`src/rtl/cond_pkg.sv`:
```
// Shared encodings for the ARM condition field and the NZCV status flag positions.
package cond_pkg;

    typedef enum logic [3:0] {
        EQ = 4'b0000,
        NE = 4'b0001,
        CS = 4'b0010,
        CC = 4'b0011,
        MI = 4'b0100,
        PL = 4'b0101,
        VS = 4'b0110,
        VC = 4'b0111,
        HI = 4'b1000,
        LS = 4'b1001,
        GE = 4'b1010,
        LT = 4'b1011,
        GT = 4'b1100,
        LE = 4'b1101,
        AL = 4'b1110,
        NV = 4'b1111
    } cond_e;

    localparam int FLAG_N = 3;
    localparam int FLAG_Z = 2;
    localparam int FLAG_C = 1;
    localparam int FLAG_V = 0;

endpackage

```
`src/rtl/condition_check_if.sv`:
```
// Condition/status inputs and pass/fail outputs of the ID-stage condition checker.
interface condition_check_if;

    logic [3:0] condition;
    logic [3:0] status;
    logic       result;
    logic       result_q;

    modport master (
        output condition,
        output status,
        input  result,
        input  result_q
    );

    modport slave (
        input  condition,
        input  status,
        output result,
        output result_q
    );

endinterface

```
`src/rtl/condition_check.sv`:
```
// ARM condition-code evaluation against NZCV, combinational plus one registered copy.
// Build option COND_NV_UNCOND_EN: code 1111 passes (ARMv5+ unconditional space) instead of never.
module condition_check
    import cond_pkg::*;
(
    input  logic                 clock,
    input  logic                 rst,
    condition_check_if.slave     bus
);

    logic result_p0;
    logic result_p1;

    function automatic logic cond_eval(input cond_e c, input logic [3:0] s);
        logic n, z, cf, v;
        logic r;
        n  = s[FLAG_N];
        z  = s[FLAG_Z];
        cf = s[FLAG_C];
        v  = s[FLAG_V];
        r  = 1'b0;
        case (c)
            EQ: r = z;
            NE: r = ~z;
            CS: r = cf;
            CC: r = ~cf;
            MI: r = n;
            PL: r = ~n;
            VS: r = v;
            VC: r = ~v;
            HI: r = cf & ~z;
            LS: r = ~cf | z;
            GE: r = (n == v);
            LT: r = (n != v);
            GT: r = ~z & (n == v);
            LE: r = z | (n != v);
            AL: r = 1'b1;
`ifdef COND_NV_UNCOND_EN
            NV: r = 1'b1;
`else
            NV: r = 1'b0;
`endif
            default: r = 1'b0;
        endcase
        return r;
    endfunction

    // Stage p0: same-cycle evaluation
    assign result_p0  = cond_eval(cond_e'(bus.condition), bus.status);
    assign bus.result = result_p0;

    // Stage p1: registered copy for downstream stages
    always_ff @(posedge clock) begin
        if (rst) begin
            result_p1 <= 1'b0;
        end else begin
            result_p1 <= result_p0;
        end
    end

    assign bus.result_q = result_p1;

endmodule

```
`src/flat_wrapper.sv`:
```
// flat-port wrapper written by rule: the top's interface ports become plain ports
module condition_check_flat import cond_pkg::*;
  (clock, rst, bus_condition, bus_status, bus_result, bus_result_q);
  condition_check_if bus_i ();
  input  logic clock;
  input  logic rst;
  input wire logic [$bits(bus_i.condition)-1:0] bus_condition;
  input wire logic [$bits(bus_i.status)-1:0] bus_status;
  output wire logic [$bits(bus_i.result)-1:0] bus_result;
  output wire logic [$bits(bus_i.result_q)-1:0] bus_result_q;
  assign bus_i.condition = bus_condition;
  assign bus_i.status = bus_status;
  assign bus_result = bus_i.result;
  assign bus_result_q = bus_i.result_q;
  condition_check u_core (.clock(clock), .rst(rst), .bus(bus_i));
endmodule
```
`config.mk`:
```
export PLATFORM = sky130hd
export DESIGN_NAME = condition_check_flat
export DESIGN_NICKNAME = d
export VERILOG_FILES = /design/src/rtl/cond_pkg.sv /design/src/rtl/condition_check_if.sv /design/src/rtl/condition_check.sv /design/src/flat_wrapper.sv
export SDC_FILE = /design/constraint.sdc
export NUM_CORES = 1
export LEC_CHECK = 0
export BUFFER_PORTS_ARGS = -buffer_cell sky130_fd_sc_hd__buf_2
export CORE_AREA = 3 3 40 42
export CTS_BUF_LIST = sky130_fd_sc_hd__clkbuf_4
export DETAILED_ROUTE_END_ITERATION = 10
export DIE_AREA = 0 0 43 45
export GPL_TIMING_DRIVEN = 0
export PLACE_DENSITY = 0.42
export SKIP_CTS_REPAIR_TIMING = 1
export SLEW_MARGIN = 20
export SYNTH_ARGS = -nofsm -noshare
export SYNTH_HDL_FRONTEND = slang
export SYNTH_SLANG_ARGS = --single-unit
```
`constraint.sdc`:
```
create_clock -name clock -period 1.4 [get_ports clock]
set_input_delay 0.07 -clock clock [delete_from_list [all_inputs] [get_ports clock]]
set_output_delay 0.07 -clock clock [all_outputs]
set_load 0.05 [all_outputs]
```
=== Word level (Yosys, flattened, before mapping) ===
Index checks and enable logic that the tools add are counted.
W data, S select, Z words.

* Eq/ne operators: 17
* Mux-type cells: 1
* Bitwise operators: 8
* Reduce and logical (&&, ||, !) cells: 1

{| class="wikitable"
|+ Operator list
! operator !! number
|-
| $eq A4 B4 Y1 const B || 8
|-
| $eq A4 B3 Y1 const B || 4
|-
| $pmux W1 S16 || 1
|-
| $eq A4 B2 Y1 const B || 2
|-
| $eq A4 B1 Y1 const B || 1
|-
| $logic_not A4 Y1 || 1
|-
| $not A1 Y1 || 4
|-
| $and A1 B1 Y1 || 2
|-
| $or A1 B1 Y1 || 2
|-
| $eq A1 B1 Y1 || 1
|-
| $ne A1 B1 Y1 || 1
|}

* Register bits: 1
* Input bits: 10
* Output and inout bits: 2

=== Depth between registers and ports, before layout ===
Gate-level depths: netlist (run 1).

* Word-level depth: 3
* Mapped depth: 6
* Mapped depth without buffers: 5

=== Worst setup path after synthesis (run 1) ===
Ideal clock, no wire load.

* Path kind: input to output
* From: input port bus_condition[3]
* To: output port bus_result
* Arrival time: 1.792 ns
* Slack: -0.462 ns
* Cell stages on the path: 6
* Buffers on the path: 1
* Cells stage by stage: clkbuf_2 nand2b_1 nand2_1 mux2i_1 a211oi_1 o31ai_1

* Longest elaborated chain between the ends: 2

{| class="wikitable"
|+ RTL lines
! what !! RTL line !! text
|-
| from (decl) || flat_wrapper.sv:7 || <nowiki>input wire logic [$bits(bus_i.condition)-1:0] bus_condition;</nowiki>
|-
| $eq A4 B4 Y1 (tied with other cells) || condition_check.sv:22 || <nowiki>case (c)</nowiki>
|-
| $pmux W1 S16 (*) || condition_check.sv:22 ||
|-
| to (decl) || flat_wrapper.sv:9 || <nowiki>output wire logic [$bits(bus_i.result)-1:0] bus_result;</nowiki>
|}

Every way passes the cells marked *; elsewhere a longest branch is shown, timed or not.

=== Final worst setup path (run 1) ===
* From: input port bus_status[3]
* To: output port bus_result

* Longest elaborated chain between the ends: 3

{| class="wikitable"
|+ RTL lines
! what !! RTL line !! text
|-
| from (decl) || flat_wrapper.sv:8 || <nowiki>input wire logic [$bits(bus_i.status)-1:0] bus_status;</nowiki>
|-
| $ne A1 B1 Y1 or $eq A1 B1 Y1 (tied branches) || n/a ||
|-
| $or A1 B1 Y1 or $and A1 B1 Y1 (tied branches) || condition_check.sv:36, condition_check.sv:35 ||
|-
| $pmux W1 S16 (*) || condition_check.sv:22 ||
|}

Marks and branches as above.

==> impl_metrics.json, run 1 <==
{
  "ranking_of_synthesized_cells_by_area": "sky130_fd_sc_hd__dfxtp_1, sky130_fd_sc_hd__mux2i_1, sky130_fd_sc_hd__xnor2_1",
  "path_cells": "buf_2 -> xnor2_2 -> nor3b_2 -> o21ai_1 -> a41o_1 -> o31ai_4 -> buf_4",
  "crit_type": "primary input to output port",
  "final_hold_slack_ps": 295,
  "worstMarginPinSlew_ps": 578,
  "asyncSetResetFlopFracSynth_pct": 0,
  "viasPerCell": 4.42,
  "chipWidth_microns": 43,
  "finalSetupViolCount": 0,
  "crit_path_start_kind": "primary input",
  "design.core.area_sq_um": 1280,
  "postSynthNetCount": 39,
  "dr_total_vias": 234,
  "floorplan.rows": 13,
  "dominant_combinational_cell_family_by_area_after_synthesis": "simple AND/OR/NAND/NOR gates",
  "synth-adder-area-share_pct": 0,
  "synth-compound-area-share_pct": 28.6,
  "slew_violations": 0,
  "grt_antenna_before_repair": 0,
  "post-route-period-util_pct": 91.7,
  "remaining_drc_errors": 0,
  "avgRoutedWirePerCell_microns": 9.47,
  "port_buffers": 9,
  "hold_path.class": "primary input to flip-flop",
  "routability_cong": 0.705,
  "multi_input_logic_area_sq_um": 201,
  "report.final.hold_viol_count": 0,
  "first_iter_violations": 4,
  "die_h_microns": 45,
  "final_net_count": 50,
  "worst-endpoint-arrival_ps": 1210,
  "postSynthRegisterBits": 1,
  "grt.overflow.total": 0,
  "synth_top_area_share_pct": 9.14,
  "hold_path.startpoint": "rst",
  "yosys.area_share.simple_pct": 34.3,
  "number_of_global_route_vias_before_repair": 198,
  "leakage_nw": 0.133,
  "status": "completed",
  "track_usage_pct": 5.39,
  "start_util_pct": 17.0,
  "detail-route-antenna-nets": 0,
  "critical-path-max-stage-delay_ps": 280,
  "synth_largest_area_cell": "sky130_fd_sc_hd__dfxtp_1",
  "layout_cell_share_with_drive_strength_beyond_1_pct": 42.1,
  "final.fill_count": 143,
  "syn_inst": 29,
  "synth_enable_flop_cells": 0,
  "largest_register_ffs": 1,
  "cell_variety_after_synth": 22,
  "synthMostInstantiatedCell": "sky130_fd_sc_hd__nand2_1",
  "end_kind": "output port",
  "syn-cell-area_sq_um": 219,
  "fin_total_pwr_w": 0.000157,
  "synth.yosys.warnings": 0,
  "unrepaired_setup_endpoints_after_global_routing": "false",
  "power.ir.vdd_worst_v": 0.000113,
  "fmaxAchievable_ghz": 0.779,
  "clkSlewWorstSetupHoldPaths_ps": 0,
  "timing.critical_path.required_ps": 1330,
  "worstSetupStartpoint": "bus_status[3]",
  "critical_path.slowest_cell": "sky130_fd_sc_hd__a41o_1",
  "seqCellArea_sq_um": 20.0,
  "seq_area_frac_synth_pct": 9.14,
  "dp_hpwl_microns": 437,
  "fp.dieArea_sq_um": 1940,
  "area_growth_pct": 42.3,
  "pin_count_of_the_biggest_net_entering_global_routing": 11,
  "syn-mean-instance-area_sq_um": 7.55,
  "max-slew-margin-rel_pct": 61.1,
  "antenna_cells_inserted": 0,
  "synth_xor_area_share_pct": 8.00,
  "initial_drt_pass_iterations": 2,
  "synth_flop_cell": "sky130_fd_sc_hd__dfxtp_1",
  "synth.mux.area_fraction_pct": 9.14,
  "cap_violations": 0,
  "aggregate_routed_wire_length_microns": 502,
  "num_io_pins": 12,
  "finalWorstPathRequiredPeriod_ps": 1280,
  "critPathMaxFanout": 3,
  "wire_length_of_the_first_global_routing_pass_microns": 869,
  "powerDensity_nw_per_um2": 503
}
stage by stage:
stage / TNS (ps) / cells / worst slack [ps] / util [%] / area [sq um]
2_1_floorplan: 0 / 29 / 202 / - / 233
5_1_grt: 0 / 53 / 9.62 / 24.2 / 312
4_1_cts: -211 / 53 / -125 / 23.1 / 297
3_3_place_gp: -152 / 53 / -101 / 23.1 / 297
6_report: 0 / 53 / 117 / 24.2 / 312
3_5_place_dp: -228 / 53 / -134 / 23.1 / 297
cell usage in the layout (no fill, tap or decap), drive strengths merged:
cell type  instances
clkbuf             1
a21o               1
mux2i              2
o21ai              1
o22ai              1
xnor2              2
nand2b             2
nor4               1
or3                1
dfxtp              1
a41o               1
buf               11
nand2              3
o31ai              1
nand3b             2
nor3b              2
a21oi              2
a211oi             1
nor2               1
o22a               1
worst max-delay path: cells and delay by family:
family | cells | cell delay (ps)
AND/OR/NAND/NOR | 1 | 180
AO/OA/AOI/OAI | 3 | 430
XOR/XNOR | 1 | 190
buffers and inverters | 2 | 340
cells by family after synthesis:
family / count (synthesis)
buf+inv: 3
xor+xnor: 2
compound gates: 9
simple gates: 12
flops: 1
mux: 2
routing by layer:
| layer | vias to the layer above | part of all wire (%) | track usage, % |
|---|---|---|---|
| met1 | 101 | 45 | 7.40 |
| li1 | 126 | - | - |
| met3 | 0 | 8.2 | 0.398 |
| met2 | 7 | 47 | 9.88 |
| met5 | - | 0 | 0 |
| met4 | 0 | 0 | 0 |
where the power goes:
| part | switching [W] | internal [W] | total, W |
|---|---|---|---|
| Sequential | 0.000000557 | 0.0000324 | 0.0000329 |
| Combinational | 0.0000710 | 0.0000526 | 0.000124 |
| Clock | 0 | 0 | 0 |
worst paths after layout:
check	endpoint	slack [ps]	cells past startpoint
setup / recovery	bus_result	120	7
hold / removal	u_core.bus.result_q	300	2
cell type report:
cell class              instances  area share [%]
plain buffers                   3            7.63
well taps                      15            6.02
repair buffers                  9            15.3
flip-flops and latches          1            6.43
multi-input cells              25            64.7
No activity file was read; power rests on OpenSTA's default activity.
==> inputs of run 2 (changes only) <==
==> constraint.sdc (replaced) <==
create_clock -name clock -period 1.6 [get_ports clock]
set_input_delay 0.08 -clock clock [delete_from_list [all_inputs] [get_ports clock]]
set_output_delay 0.08 -clock clock [all_outputs]
set_load 0.05 [all_outputs]
==> run 2 against run 1 <==
  * Final cell count did not move
  * First-iteration DRC count fell by 50%
  * Die area did not move
  * Sequential power is 12% lower
  * Via count rose by 0.85%
  * Combinational power shrank 22%
  * Critical endpoint unchanged
==> impl_metrics.json, run 2 (synthesized netlist as in run 1, its figures left out) <==
{
  "status": "completed",
  "detail-route-antenna-nets": 0,
  "track_usage_pct": 5.06,
  "placement.setup.worst_slack_ps": 167,
  "worstMarginPinSlew_ps": 408,
  "num_io_pins": 12,
  "routability_cong": 0.686,
  "met1_length_microns": 226,
  "dr_wl_met2_microns": 241,
  "power.ir.vdd_worst_v": 0.0000679,
  "hold_path_end": "u_core.bus.result_q",
  "viasPerCell": 4.45,
  "number_of_global_route_vias_before_repair": 208,
  "cap_violations": 0,
  "final_net_count": 50,
  "critPathMaxFanout": 3,
  "final_hold_slack_ps": 302,
  "avgRoutedWirePerCell_microns": 9.58,
  "powerDensity_nw_per_um2": 438,
  "wire_length_of_the_first_global_routing_pass_microns": 828,
  "crit_path_start_kind": "primary input",
  "first_iter_violations": 2,
  "crit_type": "primary input to output port",
  "aggregate_routed_wire_length_microns": 508,
  "layout_commonest_cell": "sky130_fd_sc_hd__buf_2",
  "design.core.area_sq_um": 1280,
  "grt_antenna_before_repair": 0,
  "antenna_cells_inserted": 0,
  "initial_drt_pass_iterations": 4,
  "sequentialPowerShare_pct": 22.9,
  "floorplan.rows": 13,
  "dp_hpwl_microns": 426,
  "timing.critical_path.required_ps": 1520,
  "clkSlewWorstSetupHoldPaths_ps": 0,
  "mostFrequentLayoutCells": "sky130_fd_sc_hd__buf_2, sky130_fd_sc_hd__nand2_1",
  "dr_total_vias": 236,
  "worst-endpoint-arrival_ps": 1340,
  "share_comb_of_total_power_pct": 77.1,
  "layout_cell_share_with_drive_strength_beyond_1_pct": 36.8,
  "finalWorstPathRequiredPeriod_ps": 1420,
  "setup_total_negative_slack_ps": 0,
  "unrepaired_setup_endpoints_after_global_routing": "false",
  "post-route-period-util_pct": 88.6,
  "hold_path.startpoint": "rst",
  "largest_register_ffs": 1,
  "pin_count_of_the_biggest_net_entering_global_routing": 11,
  "port_buffers": 9,
  "report.final.hold_viol_count": 0,
  "met3_wirelength_microns": 40,
  "leakage_nw": 0.124,
  "chipWidth_microns": 43,
  "fmaxAchievable_ghz": 0.706,
  "maxUsedRoutingLayer": "met3",
  "final_setup_slack_of_the_worst_path_ps": 183,
  "power.switching_w": 0.0000582,
  "switching_share_pct": 46.2,
  "max-slew-margin-rel_pct": 72.6,
  "slew_violations": 0,
  "remaining_drc_errors": 0,
  "finalSetupViolCount": 0,
  "die_h_microns": 45,
  "grt.overflow.total": 0,
  "end_kind": "output port",
  "area_growth_pct": 31.4,
  "p_clk_share_pct": 0,
  "worstHoldPathCells": 2,
  "hold_path.class": "primary input to flip-flop",
  "start_util_pct": 17.0,
  "fp.dieArea_sq_um": 1940,
  "power_report.internal_total_w": 0.0000679
}
[run 2: cell types whose count changed in the layout (fill, tap and decap cells not counted)]
| cell | delta |
|---|---|
| sky130_fd_sc_hd__buf_2 | +1 |
| sky130_fd_sc_hd__a211oi_1 | +1 |
| sky130_fd_sc_hd__a211oi_2 | -1 |
| sky130_fd_sc_hd__o31ai_2 | +1 |
| sky130_fd_sc_hd__buf_4 | -1 |
| sky130_fd_sc_hd__xnor2_1 | +1 |
| sky130_fd_sc_hd__o31ai_4 | -1 |
| sky130_fd_sc_hd__xnor2_2 | -1 |
[run 2: layout make-up]
| type | instances | area [sq um] |
|---|---|---|
| well taps | 15 | 18.8 |
| repair buffers | 9 | 45.0 |
| fillers | 149 | 997 |
| multi-input cells | 25 | 180 |
| plain buffers | 3 | 23.8 |
| flip-flops and latches | 1 | 20.0 |
[run 2: critical path: stages]
cell and delay (ps):
sky130_fd_sc_hd__buf_2 110, sky130_fd_sc_hd__xnor2_1 240, sky130_fd_sc_hd__nand2_1 100, sky130_fd_sc_hd__mux2i_1 120
sky130_fd_sc_hd__a211oi_1 390, sky130_fd_sc_hd__o31ai_2 80, sky130_fd_sc_hd__buf_2 220
[run 2: layer usage]
metal / vias to the layer above / GRT usage, %
li1: 127 / -
met1: 103 / 6.21
met2: 6 / 9.88
met3: 0 / 0.797
met4: 0 / 0
met5: - / 0
[run 2: power by group through the flow]
stage	clock network [W]	registers, W	logic [W]
finish	0	0.0000289	0.0000972
detailed placement	0	0.0000289	0.0000976
floorplan	0	0.0000393	0.0000614
global placement	0	0.0000289	0.0000976
CTS	0	0.0000289	0.0000981
global route	0	0.0000293	0.000105
[run 2: metrics by stage]
| stage | instance area (sq um) | total power, W | utilization, % | instances |
|---|---|---|---|---|
| after floorplan | 224 | 0.000101 | - | 29 |
| after global placement | 288 | 0.000126 | 22.4 | 53 |
| after detailed placement | 288 | 0.000127 | 22.4 | 53 |
| after CTS | 288 | 0.000127 | 22.4 | 53 |
| after global routing | 288 | 0.000135 | 22.4 | 53 |
| final | 288 | 0.000126 | 22.4 | 53 |
[run 2: worst max path at each step]
stage                     startpoint         end  slack, ps  cells after the start
detailed placement     bus_status[3]  bus_result        170                      7
CTS                    bus_status[3]  bus_result        150                      7
global placement       bus_status[3]  bus_result        160                      7
finish                 bus_status[3]  bus_result        180                      7
floorplan           bus_condition[3]  bus_result        140                      6
global route           bus_status[3]  bus_result         50                      7
